**config.mk**
```make
export PLATFORM = sky130hd
export DESIGN_NAME = m16_frame_sequencer
export DESIGN_NICKNAME = d
export VERILOG_FILES = /design/src/rtl/m16_pkg.sv /design/src/rtl/m16_word_timer.sv /design/src/rtl/m16_frame_sequencer.sv
export SDC_FILE = /design/constraint.sdc
export NUM_CORES = 1
export LEC_CHECK = 0
export ABC_AREA = 1
export CELL_PAD_IN_SITES_DETAIL_PLACEMENT = 0
export CELL_PAD_IN_SITES_GLOBAL_PLACEMENT = 1
export CORE_UTILIZATION = 27
export CTS_BUF_LIST = sky130_fd_sc_hd__clkbuf_16
export CTS_CLUSTER_DIAMETER = 40
export CTS_CLUSTER_SIZE = 28
export DETAILED_ROUTE_END_ITERATION = 10
export GPL_TIMING_DRIVEN = 0
export PLACE_DENSITY = 0.62
export SLEW_MARGIN = 20
export SYNTH_ARGS = -nofsm -noshare
export SYNTH_HDL_FRONTEND = slang
export SYNTH_SLANG_ARGS = --single-unit
```
**constraint.sdc**
```tcl
create_clock -name clk -period 2 [get_ports clk]
set_input_delay 0.2 -clock clk [delete_from_list [all_inputs] [get_ports clk]]
set_output_delay 0.2 -clock clk [all_outputs]
set_load 0.1 [all_outputs]
```
**src/rtl/m16_pkg.sv**
```systemverilog
// Shared types and default geometry for the M16 imitator frame path.
package m16_pkg;

  typedef enum logic [1:0] {
    IDLE  = 2'd0,
    ARM   = 2'd1,
    RUN   = 2'd2,
    DRAIN = 2'd3
  } m16_state_e;

  localparam int unsigned M16_FRAME_WORDS = 2048;
  localparam int unsigned M16_GROUPS      = 32;
  localparam int unsigned M16_PTR_W       = 11;
  localparam int unsigned M16_GRP_W       = 5;

endpackage

```
**src/rtl/m16_word_timer.sv**
```systemverilog
// Word-period down-counter: tick is high for one clock every WORD_DIV clocks while run=1.
module m16_word_timer #(
  parameter int unsigned WORD_DIV = 96
) (
  input  logic clk,
  input  logic reset,
  input  logic load,
  input  logic run,
  output logic tick
);

  localparam int unsigned     CW     = (WORD_DIV < 2) ? 1 : $clog2(WORD_DIV);
  localparam logic [CW-1:0]   RELOAD = CW'(WORD_DIV - 1);

  generate
    if (WORD_DIV < 2) begin : g_bad_div
      $error("m16_word_timer: WORD_DIV must be >= 2");
    end
  endgenerate

  logic [CW-1:0] cnt;

  always_ff @(posedge clk) begin
    if (!reset) begin
      cnt <= '0;
    end else if (load) begin
      cnt <= RELOAD;
    end else if (run) begin
      cnt <= (cnt == '0) ? RELOAD : cnt - CW'(1);
    end
  end

  assign tick = run && (cnt == '0);

endmodule

```
**src/rtl/m16_frame_sequencer.sv**
```systemverilog
// Read-side timing master: word strobe, word address and frame-group index for the frame filler.
module m16_frame_sequencer
  import m16_pkg::*;
#(
  parameter int unsigned WORD_DIV        = 96,
  parameter int unsigned WORDS_PER_FRAME = M16_FRAME_WORDS,
  parameter int unsigned GROUPS          = M16_GROUPS,
  parameter int unsigned PTR_W           = M16_PTR_W,
  parameter int unsigned GRP_W           = M16_GRP_W
) (
  input  logic             clk,
  input  logic             reset,
  input  logic             enable,
  output logic             bufGetWord,
  output logic [PTR_W-1:0] bufRdPointer,
  output logic [GRP_W-1:0] cntGrp,
  output logic             frameStart,
  output logic             groupStart,
  output logic             running
);

  localparam logic [PTR_W-1:0] PTR_LAST = PTR_W'(WORDS_PER_FRAME - 1);
  localparam logic [GRP_W-1:0] GRP_LAST = GRP_W'(GROUPS - 1);

  m16_state_e state, state_d;
  logic       tick;
  logic       load;
  logic       last_done;

  m16_word_timer #(
    .WORD_DIV(WORD_DIV)
  ) u_timer (
    .clk  (clk),
    .reset(reset),
    .load (load),
    .run  (state != IDLE),
    .tick (tick)
  );

  // Last word of the frame is being strobed; the edge ending it may stop the sequencer.
  assign last_done = bufGetWord && (bufRdPointer == PTR_LAST);

  always_ff @(posedge clk) begin
    if (!reset) state <= IDLE;
    else        state <= state_d;
  end

  always_comb begin
    state_d = state;
    load    = 1'b0;
    case (state)
      IDLE: begin
        if (enable) begin
          state_d = ARM;
          load    = 1'b1;
        end
      end
      ARM:     if (tick) state_d = enable ? RUN : DRAIN;
      RUN: begin
        if (!enable) state_d = last_done ? IDLE : DRAIN;
      end
      DRAIN: begin
        if (enable)         state_d = RUN;
        else if (last_done) state_d = IDLE;
      end
      default: state_d = IDLE;
    endcase
  end

  // Address advances on the edge that ends a strobe, so it is stable throughout the strobe.
  always_ff @(posedge clk) begin
    if (!reset) begin
      bufGetWord   <= 1'b0;
      frameStart   <= 1'b0;
      groupStart   <= 1'b0;
      bufRdPointer <= '0;
      cntGrp       <= '0;
    end else begin
      bufGetWord <= tick;
      frameStart <= tick && (bufRdPointer == '0);
      groupStart <= tick && (bufRdPointer == '0) && (cntGrp == '0);
      if (bufGetWord) begin
        if (state_d == IDLE) begin
          bufRdPointer <= '0;
          cntGrp       <= '0;
        end else if (bufRdPointer == PTR_LAST) begin
          bufRdPointer <= '0;
          cntGrp       <= (cntGrp == GRP_LAST) ? '0 : cntGrp + GRP_W'(1);
        end else begin
          bufRdPointer <= bufRdPointer + PTR_W'(1);
        end
      end
    end
  end

  assign running = (state != IDLE);

endmodule
```
[Yosys cells after proc, flatten, opt, wreduce, memory -nomap -nowiden]
Index checks and enable logic that the tools add are counted.
Cells by class
  bitwise logic cells: 1
  equal/unequal tests: 5
  reduce and logical (&&, ||, !) cells: 14
  add/sub/neg operators: 3
  mux-type cells: 18
Operator list (number)
  $mux W11: 2
  $mux W7: 3
  $mux W5: 3
  $mux W2: 6
  $add A11 B1 Y11 const B: 1
  $eq A11 B11 Y1 const B: 1
  $logic_not A11 Y1: 1
  $pmux W2 S4: 1
  $logic_not A7 Y1: 1
  $sub A7 B1 Y7 const B: 1
  $reduce_bool A2 Y1: 3
  $add A5 B1 Y5 const B: 1
  $eq A5 B5 Y1 const B: 1
  $logic_not A5 Y1: 1
  $eq A2 B2 Y1 const B: 2
  $logic_and A1 B1 Y1: 4
  $logic_not A2 Y1: 2
  $mux W1: 3
  $eq A2 B1 Y1 const B: 1
  $reduce_and A2 Y1: 1
  $reduce_or A2 Y1: 1
  $not A1 Y1: 1
Word-level totals
  flip-flop bits (word level): 28
  output and inout bits: 20
  input bits: 3
  logic and storage cells: 49

[Longest topological paths before layout]
  word-level depth: 8
  mapped depth: 12
  mapped depth without buffers: 12

[Cells and area by module]
A second synthesis with hierarchy kept.
Unflattened totals
  cell total of the unflattened synthesis: 216
  area, all modules: 1614.0 um^2
Modules (own cells, without submodules)
  m16_frame_sequencer: instances 1, area each 1148.6 um^2, cells an instance 150, sequential area each 420.4 um^2
  m16_word_timer: instances 1, area each 465.4 um^2, cells an instance 66, sequential area each 140.1 um^2

[Worst setup path before layout]
Ideal clock, no wire load.
  path type: register to register
  start point: register bufRdPointer[0]
  end point: register bufRdPointer[7]
  cell stages (with the launch flop): 11
  path slack: -0.249 ns
  setup time: 0.121 ns
  clock period less this slack: 2.249 ns
  path buffers: 0
  arrival time: 2.128 ns
  cells stage by stage: dfxtp_1 > ha_1 > nand2_1 > nor2_4 > nand4_1 > nand2_2 > nand2_4 > nand2_4 > nand2_4 > nand2_8 > nor2_2
On the way
  cells in the longest elaborated chain, start to end: 7
  elaborated cells on any way between the ends: 11
RTL lines
  start: declaration: RTL line m16_frame_sequencer.sv:15  | output logic [PTR_W-1:0] bufRdPointer,
  start signal: assignment: RTL line m16_frame_sequencer.sv:90  | bufRdPointer <= bufRdPointer + PTR_W'(1);
  $eq A11 B11 Y1: RTL line m16_frame_sequencer.sv:41, m16_frame_sequencer.sv:86
  $logic_and A1 B1 Y1: RTL line m16_frame_sequencer.sv:41  | assign last_done = bufGetWord && (bufRdPointer == PTR_LAST);
  $mux W2, on equally long branches: RTL line m16_frame_sequencer.sv:64, m16_frame_sequencer.sv:60
  $mux W2, on equally long branches: RTL line m16_frame_sequencer.sv:63, m16_frame_sequencer.sv:60
  $pmux W2 S4: RTL line m16_frame_sequencer.sv:51  | case (state)
  $logic_not A2 Y1: RTL line m16_frame_sequencer.sv:83  | if (state_d == IDLE) begin
  $mux W11 (*): RTL line m16_frame_sequencer.sv:83
Mark *: on every way between the ends. The rest lies on a longest branch, timed or not.
A chain may end at the register's enable or synchronous reset.

[Worst setup path in the final report]
  start point: register bufRdPointer[10]
  end point: output port bufRdPointer[10]
No word-level cell between the ends.

==> flow_summary_export.csv <==
group,metric,value,unit
status,status,"completed",
final_layout,fin_area,1910,um2
final_layout,drive_gt1_share,17.5,%
routing,wl_met3,81,um
sta,relSlewSlack,35.3,%
sta,finalSetupViolCount,0,
sta,holdWs,0.478,ns
worst_setup_path,reg2reg_depth,10,
cts,clkSinkCount,28,
routing,wl_per_cell,11.8,um
sta,max_freq,0.515,GHz
cts,clock-root-buffer,"clkbuf_16",
power,power_frac_comb,13.9,%
floorplan,initial_core_util,28.4,%
logic_synthesis,synth-simple-area-share,36.6,%
logic_synthesis,syn_avg_cell_area,7.70,um2
worst_setup_path,path_cells,"clkdlybuf4s50_1",
grt,grt_pass1_wl,5640,um
worst_setup_path,critPathBufInv,1,
power,p_int,1040,uW
power,seqPwrFrac,43.3,%
routing,dr.pass1.iters,4,
grt,grt_remaining_overflow,0,
logic_synthesis,synthTopCellsByCount,"28 x dfxtp_1, 28 x nand2_1, 24 x inv_1",
power,power.density,726,nW/um2
logic_synthesis,seq_area_frac_synth,38.1,%
logic_synthesis,synth_fp_nets,200,
cts,post_cts_buffers,0,
power,fin_total_pwr,1390,uW
sta,hold_viol,0,
grt,grt_pass1_vias,1183,
floorplan,core-area,5170,um2
worst_setup_path,cpMaxStageDelayCell,"clkdlybuf4s50_1",
worst_setup_path,worst-setup-path-type,"flop to output port",
placement,dp_hpwl,2540,um
power,clkPwrFrac,42.8,%
worst_setup_path,critical_path.max_fanout,3,
worst_setup_path,crit_start,"bufRdPointer[10]",
cts,clkLatencyLatePin,0.26,ns
grt,grt_start_max_net_pins,17,
routing,highest_layer,"met4",
sta,worstMarginPinSlew,0.969,ns
routing,wirelength,3390,um
final_layout,fill_cells,543,
logic_synthesis,yosysUniqueCellTypes,29,
power,p_sw,349,uW
logic_synthesis,yosysTopAreaCell,"dfxtp_1",
logic_synthesis,netlist_area,1470,um2
logic_synthesis,yosys.area_share.xor_xnor,5.96,%
floorplan,rows,26,
logic_synthesis,synthCells,191,
floorplan,fp.dieW,75.8,um
logic_synthesis,synth.mux.area_fraction,0,%
floorplan,dieArea,5740,um2
cts,cts_tree,"done",
sta,period_minus_slack,1.94,ns
worst_setup_path,timing.rr.end,"bufRdPointer[9]",
routing,drc_errors,0,
floorplan,ioPinCount,23,
sta,maxSlewViolCount,0,
cts,holdBufCountCts,0,
cts,cts.path.max_buffers,2,
cts,htreeDepth,1,
routing,ant_nets,0,
logic_synthesis,synthTopCellsByArea,"dfxtp_1 38%, nand2_1 7.1%, inv_1 6.1%, nor2_1 5.6%, nand3_1 5.4%",
logic_synthesis,synth-compound-area-share,7.06,%
sta,finClkSkew,0.00118,ns
worst_setup_path,endpoint,"bufRdPointer[10]",
power,vdd.ir_drop.worst,303,uV
worst_setup_path,slowest_delay,1.13,ns
logic_synthesis,synthArstFlopShare,0,%
worst_setup_path,crit_family,"buffers and inverters",
worst_setup_path,crit_arrival,1.74,ns
cts,clk_pin_slew_worst_paths,0.07,ns
worst_setup_path,rr_startpoint,"bufRdPointer[0]",
worst_setup_path,crit_required,1.80,ns
sta,min_period_over_period,97.1,%
floorplan,fp.dieH,75.8,um
worst_setup_path,cp.depth,1,
worst_setup_path,r2r_slack,0.34,ns
logic_synthesis,synth_edf_count,0,
worst_hold_path,hold_class,"flop to flop",
sta,rsz0062_at_grt,"no",
grt,antenna_found_initial,0,
power,power.leakage,0.000949,uW
logic_synthesis,synth-main-ff-cell,"dfxtp_1",
routing,route.met2.wl,1520,um
final_layout,num_antenna_cells,0,
routing,via_per_inst,4.49,
final_layout,nNetsFinal,227,
logic_synthesis,ys_seq_elements,28,
worst_setup_path,cp-end-kind,"output port",
routing,via_count,1288,
logic_synthesis,synth_top_cell_area_share,38.1,%
placement,place_area,1790,um2
logic_synthesis,ys_warn_count,0,
placement,io_buffer_count,22,
routing,first_iter_violations,46,
routing,wl_met1,1740,um
logic_synthesis,synth_top_family_by_area,"simple AND/OR/NAND/NOR gates",
final_layout,area_delta_synth_final,30.1,%
grt,grt_usage,13.2,%
power,switching_share,25.1,%
worst_setup_path,crit_path_start_kind,"flop",
placement,place_congestion,0.752,
sta,setup_tns,0,ns
flow_run,maxCapViolCount,0,
logic_synthesis,synth-adder-area-share,5.11,%
cts,cts_buffers,3,
state kept, by name, summed over array words and instances, names as in the netlist:
register and flops:
bufGetWord 1, state 2, cntGrp 5, bufRdPointer 11, groupStart 1, u_timer.cnt 7
frameStart 1
cell families (layout without fill, tap and decap cells):
family | count (synthesis) | after routing
buffers and inverters | 27 | 53
DFF | 28 | 28
and+or+nand+nor | 103 | 103
AOI/OAI and AO/OA | 17 | 17
adders and majority gates | 6 | 6
xor gates and xnor gates | 10 | 10
layout make-up:
cell class,instances,area (um2),area share [%]
multi-input cells,136,805,42.1
clock inverters,1,30.0,1.57
well taps,70,87.6,4.58
inverters,25,93.8,4.91
plain buffers,2,11.3,0.589
clock buffers,3,75.1,3.92
flip-flops and latches,28,577,30.2
repair buffers,22,234,12.2
layer usage:
| metal | vias to the layer above | GRT usage, % |
|---|---|---|
| met2 | 18 | 20.8 |
| met5 | - | 0 |
| met4 | 0 | 4.94 |
| met3 | 5 | 1.98 |
| met1 | 589 | 18.2 |
| li1 | 676 | - |
worst min path at each step:
stage                               from              to  slack [ns]  cells past startpoint
after floorplan                   enable        state[0]        0.30                      1
after global placement    u_timer.cnt[5]  u_timer.cnt[5]        0.47                      2
after detailed placement       cntGrp[3]       cntGrp[3]        0.48                      2
after CTS                      cntGrp[3]       cntGrp[3]        0.49                      2
after global routing      u_timer.cnt[6]  u_timer.cnt[6]        0.52                      2
final                          cntGrp[3]       cntGrp[3]        0.48                      2
placed cells by master (no fill, tap or decap), types with 6 or more instances in the layout:
| cell | instances |
|---|---|
| nand2_1 | 28 |
| inv_1 | 24 |
| nor2_1 | 22 |
| nand3_1 | 16 |
| dfxtp_1 | 15 |
| dfxtp_2 | 13 |
| nor2_2 | 10 |
| dlymetal6s2s_1 | 9 |
| nand4_1 | 8 |
| dlygate4sd2_1 | 7 |
| o21ai_0 | 6 |
| ha_1 | 6 |
| clkdlybuf4s50_1 | 6 |
stage by stage:
stage / cells / util (%) / setup WS (ns)
after CTS: 287 / 36.6 / 0.00140
after floorplan: 191 / - / 0.0105
final: 287 / 37.0 / 0.0589
after detailed placement: 283 / 34.7 / 0.0910
after global routing: 287 / 37.0 / 0.0141
after global placement: 283 / 34.7 / 0.0545
timing repair:
item / 4_1_cts / 5_1_grt
endpoints found under the hold margin: 0 / 0
pin swaps: 0 / 0
resized for setup: 7 / 9
setup endpoints to repair: 7 / 9
power groups by stage:
stage / logic (uW) / registers [uW] / clock network (uW)
6_report: 193 / 601 / 594
5_1_grt: 216 / 605 / 632
4_1_cts: 195 / 601 / 614
3_5_place_dp: 197 / 614 / 0
3_3_place_gp: 198 / 614 / 0
2_1_floorplan: 137 / 627 / 0
(Power assumes the default switching activity.)
